$ cat src/rtl/mopshub_power_trim_seq.sv
// Per-bus power-up and oscillator-trim sequencer: powers buses 0..n_buses in order,
// waits a settle time per bus and optionally runs a trim handshake with timeout and retry.
module mopshub_power_trim_seq #(
    parameter logic [15:0] SETTLE_CYC   = 16'd400,
    parameter logic [19:0] TRIM_TIMEOUT = 20'd100000,
    parameter logic [1:0]  RETRY_MAX    = 2'd2
) (
    input  logic        clk_40_m,
    input  logic        rst,
    input  logic        start_init,
    input  logic [4:0]  n_buses,
    input  logic        osc_auto_trim,
    input  logic        end_trim_bus,
    output logic        power_bus_en,
    output logic [4:0]  power_bus_cnt,
    output logic        start_trim_ack,
    output logic [31:0] power_mask,
    output logic [31:0] trim_fail,
    output logic        end_power_init,
    output logic        busy
);

    typedef enum logic [2:0] {
        IDLE      = 3'd0,
        POWER_ON  = 3'd1,
        SETTLE    = 3'd2,
        TRIM_REQ  = 3'd3,
        TRIM_WAIT = 3'd4,
        NEXT      = 3'd5,
        DONE      = 3'd6
    } state_t;

    state_t      state;
    state_t      state_nxt;
    logic [15:0] settle_cnt;
    logic [15:0] settle_nxt;
    logic [19:0] tmo_cnt;
    logic [19:0] tmo_nxt;
    logic [1:0]  retries;
    logic [1:0]  retries_nxt;
    logic [4:0]  n_lat;
    logic [4:0]  n_lat_nxt;
    logic        trim_lat;
    logic        trim_lat_nxt;
    logic [4:0]  cnt_nxt;
    logic [31:0] mask_nxt;
    logic [31:0] fail_nxt;

    always_comb begin
        state_nxt    = state;
        settle_nxt   = settle_cnt;
        tmo_nxt      = tmo_cnt;
        retries_nxt  = retries;
        n_lat_nxt    = n_lat;
        trim_lat_nxt = trim_lat;
        cnt_nxt      = power_bus_cnt;
        mask_nxt     = power_mask;
        fail_nxt     = trim_fail;

        case (state)
            IDLE: begin
                if (start_init) begin
                    n_lat_nxt    = n_buses;
                    trim_lat_nxt = osc_auto_trim;
                    mask_nxt     = '0;
                    fail_nxt     = '0;
                    cnt_nxt      = '0;
                    retries_nxt  = '0;
                    state_nxt    = POWER_ON;
                end
            end
            POWER_ON: begin
                mask_nxt[power_bus_cnt] = 1'b1;
                settle_nxt              = SETTLE_CYC;
                state_nxt               = SETTLE;
            end
            SETTLE: begin
                // Counter was loaded with SETTLE_CYC; leaving at 1 gives exactly that many cycles here.
                if (settle_cnt <= 16'd1) begin
                    state_nxt = trim_lat ? TRIM_REQ : NEXT;
                end else begin
                    settle_nxt = settle_cnt - 16'd1;
                end
            end
            TRIM_REQ: begin
                tmo_nxt   = TRIM_TIMEOUT;
                state_nxt = TRIM_WAIT;
            end
            TRIM_WAIT: begin
                // A done pulse on the expiry cycle wins over the timeout.
                if (end_trim_bus) begin
                    retries_nxt = '0;
                    state_nxt   = NEXT;
                end else if (tmo_cnt <= 20'd1) begin
                    if (retries < RETRY_MAX) begin
                        retries_nxt = retries + 2'd1;
                        state_nxt   = TRIM_REQ;
                    end else begin
                        fail_nxt[power_bus_cnt] = 1'b1;
                        retries_nxt             = '0;
                        state_nxt               = NEXT;
                    end
                end else begin
                    tmo_nxt = tmo_cnt - 20'd1;
                end
            end
            NEXT: begin
                if ((power_bus_cnt == n_lat) || (power_bus_cnt == 5'd31)) begin
                    state_nxt = DONE;
                end else begin
                    cnt_nxt   = power_bus_cnt + 5'd1;
                    state_nxt = POWER_ON;
                end
            end
            DONE: begin
                state_nxt = IDLE;
            end
            default: begin
                state_nxt = IDLE;
            end
        endcase
    end

    // Strobes are registered from the next state so each one is high exactly while the FSM sits in its state.
    always_ff @(posedge clk_40_m) begin
        if (!rst) begin
            state          <= IDLE;
            settle_cnt     <= '0;
            tmo_cnt        <= '0;
            retries        <= '0;
            n_lat          <= '0;
            trim_lat       <= 1'b0;
            power_bus_cnt  <= '0;
            power_mask     <= '0;
            trim_fail      <= '0;
            power_bus_en   <= 1'b0;
            start_trim_ack <= 1'b0;
            end_power_init <= 1'b0;
            busy           <= 1'b0;
        end else begin
            state          <= state_nxt;
            settle_cnt     <= settle_nxt;
            tmo_cnt        <= tmo_nxt;
            retries        <= retries_nxt;
            n_lat          <= n_lat_nxt;
            trim_lat       <= trim_lat_nxt;
            power_bus_cnt  <= cnt_nxt;
            power_mask     <= mask_nxt;
            trim_fail      <= fail_nxt;
            power_bus_en   <= (state_nxt == POWER_ON);
            start_trim_ack <= (state_nxt == TRIM_REQ);
            end_power_init <= (state_nxt == DONE);
            busy           <= (state_nxt != IDLE);
        end
    end

endmodule

$ cat config.mk
export PLATFORM = sky130hd
export DESIGN_NAME = mopshub_power_trim_seq
export DESIGN_NICKNAME = d
export VERILOG_FILES = /design/src/rtl/mopshub_power_trim_seq.sv
export SDC_FILE = /design/constraint.sdc
export NUM_CORES = 1
export LEC_CHECK = 0
export CORE_MARGIN = 3
export CORE_UTILIZATION = 35
export CTS_CLUSTER_DIAMETER = 100
export DETAILED_ROUTE_END_ITERATION = 12
export PLACE_DENSITY = 0.67
export SLEW_MARGIN = 20
export SYNTH_ARGS = -nofsm -noshare
export SYNTH_HDL_FRONTEND = slang
export SYNTH_SLANG_ARGS = --single-unit
export TNS_END_PERCENT = 50
$ cat constraint.sdc
create_clock -name clk_40_m -period 2.7 [get_ports clk_40_m]
set_input_delay 0.405 -clock clk_40_m [delete_from_list [all_inputs] [get_ports clk_40_m]]
set_output_delay 0.405 -clock clk_40_m [all_outputs]
set_load 0.005 [all_outputs]
# Yosys cells after proc, flatten, opt, wreduce, memory -nomap -nowiden
# Cells that the tools add are included.
# totals
wordCells	87
reg_bits	120
output_inout_bits	73
in_bits	10
# classes
magnitude_cmp	5
n_eq_ne	18
n_addsub	4
muxes	29
bitwise_logic	2
n_reduce_logical	16
# op_table
op	n
two-way mux 32 bit	4
case mux 32 bit (2 select lines)	2
OR 32 bit	2
two-way mux 20 bit	2
case mux 20 bit (2 select lines)	1
case mux 16 bit (2 select lines)	1
two-way mux 3 bit	7
less-or-equal comparator 20 x 1 -> 1 bit (second input constant)	1
subtractor 20 x 1 -> 20 bit (second input constant)	1
case mux 3 bit (6 select lines)	1
less-or-equal comparator 16 x 1 -> 1 bit (second input constant)	1
two-way mux 16 bit	1
subtractor 16 x 1 -> 16 bit (second input constant)	1
!= test 2 bit (second input constant)	7
two-way mux 5 bit	2
case mux 5 bit (2 select lines)	1
nonzero test 2 bit	5
equality test 3 x 2 -> 1 bit (second input constant)	3
equality test 3 bit (second input constant)	3
AND reduction 3 bit	3
two-way mux 2 bit	4
equality test 3 x 1 -> 1 bit (second input constant)	2
less-than comparator 5 x 6 -> 1 bit (second input constant)	1
AND reduction 2 bit	3
other kinds (15)	15

# Depth between registers and ports, before layout
# logic_depth
ltp_word	9
mapped_depth	9
mapped_depth_nobuf	8

# Worst setup path before layout
# OpenSTA, ideal clock, no wires.
# synth_timing
kind	reg-to-reg
startpoint	register tmo_cnt[10]
endpoint	register start_trim_ack
arrival_ns	2.323
path_slack_ns	0.290
t_required_ns	2.612
path_stages_with_launch	7
cell_sequence	dfxtp_1 > or4_4 > or4_4 > or4_4 > nand4_2 > inv_2 > nor4_2
# synth_between
elab_chain_cells	5
# synth_lines
element	line_no	text
from (decl)	37	logic [19:0] tmo_cnt;
from (signal assigned)	143	tmo_cnt <= tmo_nxt;
less-or-equal comparator 20 x 1 -> 1 bit	94	end else if (tmo_cnt <= 20'd1) begin
two-way mux 3 bit	94	
two-way mux 3 bit	91	if (end_trim_bus) begin
case mux 3 bit (6 select lines)	60	case (state)
equality test 3 x 2 -> 1 bit	151	start_trim_ack <= (state_nxt == TRIM_REQ);
to (signal assigned)	151	
to (decl)	16	output logic start_trim_ack,
# No other way between the ends.
# A chain may end at the register's enable or synchronous reset.

# Worst setup path in the final report
# Ends and elaborated chain as after synthesis.

==> flow_metrics.tcl <==
set metrics [dict create \
    p_leak_nw 2.52 \
    final_cells 848 \
    clock_sinks 120 \
    placedCellCount 817 \
    hold_start "trim_fail[24]" \
    drive_gt1_frac 0.109 \
    reg2reg_to "start_trim_ack" \
    cts_buffer_depth 2 \
    fmax_mhz 396 \
    critPathLaunch "tmo_cnt[10]" \
    syn_area_um2 5060 \
    cts_tree "built" \
    first_global_vias 4414 \
    synth_top_cell_area_share 0.475 \
    cp_max_fo 6 \
    initial_core_util 0.362 \
    min_to "trim_fail[24]" \
    r2r_slack_ns 0.17 \
    highest_layer "met4" \
    wl_met2_mm 6.05 \
    area_growth_pct 34.3 \
    antenna_found_initial 0 \
    dr_total_vias 4368 \
    clock-skew-final_ns 0.00764 \
    finalHoldViolCount 0 \
    synth_edf_count 0 \
    cts_made_buffers 17 \
    hold_path_depth 2 \
    grt_pass1_wl_mm 21.8 \
    min_path_type "reg -> reg" \
    first_pass_iters 5 \
    numPortBuffers 82 \
    gp_congestion 0.833 \
    yosysTopAreaCell "dfxtp_1" \
    cap_violations 0 \
    layout_worst_path_cycle_share 0.936 \
    fin_tns_setup_ns 0 \
    status "finished clean" \
    dp_hpwl_mm 9.24 \
    synth_cell_types 52 \
    insertion_delay_ns 0.41 \
    cp-end-kind "flop" \
    yosysWarnings 0 \
    synth_cells 563 \
    antennaDiodeCount 0 \
    fin_crit_ns 2.53 \
    path_cells "or4_4, or4_4, or4_4, nand4_2, inv_2, nor4_2" \
    drtAntennaViolNets 0 \
    yosys_register_bits 120 \
    async_reset_ff_frac 0 \
    ir_drop_mv 0.397 \
    placement_rows 43 \
    clk_pin_slew_ns 0.06 \
    cp.required_ns 3.02 \
    drc_errors 0 \
    synth_ff_type "dfxtp_1" \
    cp_slowest_cell "or4_4" \
    die_height_um 126 \
    yosys-top-cells-count "120 x dfxtp_1, 82 x nor2_1, 40 x nor2b_1" \
    worstPathArrival_ns 2.85 \
    worstReg2RegStart "tmo_cnt[10]" \
    wire_per_inst_um 15.6 \
    max_slew_margin 0.534 \
    wirelength_mm 13.2 \
    cp_common_cell "or4_4" \
    setup_viol 0 \
    tightest_slew_ns 0.697 \
    yosysMostFrequentCell "dfxtp_1" \
    reg2reg_depth 6 \
    ctsRootBufferMaster "clkbuf_16" \
    cp-start-kind "flop" \
    seq_area_frac_synth 0.475 \
    netlist_top_cells_area "dfxtp_1 47%, nor2_1 6.1%, nor2b_1 4.9%" \
    io_pins 83 \
    met1_length_mm 5.82 \
    crit_type "reg -> reg" \
    first_iter_violations 208 \
    p_per_area_nw_per_um2 982 \
    die_x_um 126 \
    wl_met3_um 991 \
    die_area_um2 15900 \
    rsz0062_at_grt "no" \
    cts_setup_buffers 0 \
    synth.avg_cell_area_um2 8.99 \
    num-nets-final 675 \
    grt_util_all_layers 0.169 \
    coreArea_um2 14000 \
    synth_nets 582 \
    grt_max_degree 36 \
    slew_viol_final 0 \
    cts_max_level 4 \
    cts_hold_buf 0 \
    vias_per_cell 5.15 \
    max_stage_delay_ns 0.58 \
    cts_resized 0 \
    grt-ovfl-total 0 \
]
==> state kept, by name (all words and copies together) (netlist names), 2 cells and up <==
name	cells
tmo_cnt	20
n_lat	5
trim_fail	32
retries	2
settle_cnt	16
state	3
power_bus_cnt	5
power_mask	32
==> where the power goes <==
group | internal (mW) | switching [mW]
Clock | 1.57 | 0.805
Sequential | 1.99 | 0.205
Combinational | 0.892 | 1.21
Total | 4.45 | 2.22
==> worst max path at each step <==
stage,to,cells after the start
6_report,start_trim_ack,6
5_1_grt,settle_cnt[11],8
3_5_place_dp,start_trim_ack,6
3_3_place_gp,start_trim_ack,6
2_1_floorplan,start_trim_ack,6
4_1_cts,start_trim_ack,6
==> worst max-delay path, delay by kind of cell (launching register included) <==
| kind | cells | cell delay [ns] |
|---|---|---|
| flops | 1 | 0.35 |
| buf+inv | 1 | 0.04 |
| simple gates | 5 | 2.04 |
==> per-layer routing <==
metal  global-route usage  vias up
li1                     -     2166
met1                0.203     2065
met2                0.266      113
met3               0.0670       24
met4               0.0770        0
met5                    0        -
==> metrics by stage <==
stage	setup WS [ns]	hold slack [ns]	total power [mW]	util	cell area, um2
2_1_floorplan	0.290	0.447	3.72	-	5060
3_3_place_gp	0.234	0.449	4.24	0.442	6180
3_5_place_dp	0.210	0.455	4.31	0.442	6180
4_1_cts	0.176	0.470	6.70	0.486	6800
5_1_grt	0.0409	0.485	7.07	0.486	6800
6_report	0.173	0.469	6.67	0.486	6800
==> cells in the final DEF (no fill, tap or decap), types with 8 or more instances in the layout <==
cell / n
xor2_1: 20
clkbuf_16: 17
nand3_1: 9
dfxtp_1: 120
a21oi_1: 39
a31oi_1: 8
xnor2_1: 13
o211ai_1: 10
nor2_1: 82
inv_1: 11
nor3_1: 16
clkdlybuf4s50_1: 82
o21ai_0: 12
nor2b_1: 40
a22oi_1: 25
ha_1: 9
nand2_1: 22
buf_4: 28
==> area by class of cell <==
| cell class | instances | area [um2] |
|---|---|---|
| clock inverters | 11 | 171 |
| repair buffers | 110 | 1030 |
| flip-flops and latches | 120 | 2400 |
| inverters | 12 | 45.0 |
| multi-input cells | 395 | 2470 |
| clock buffers | 20 | 447 |
| well taps | 180 | 225 |
| fillers | 1298 | 7190 |
==> kinds of logic after synthesis <==
logic type,synth area share
compound gates,0.164
buf+inv,0.0361
xor+xnor,0.0571
fa+ha+maj,0.0223
simple gates,0.231
mux,0.0138
flops,0.475
Power figures use the tool's default switching activity.
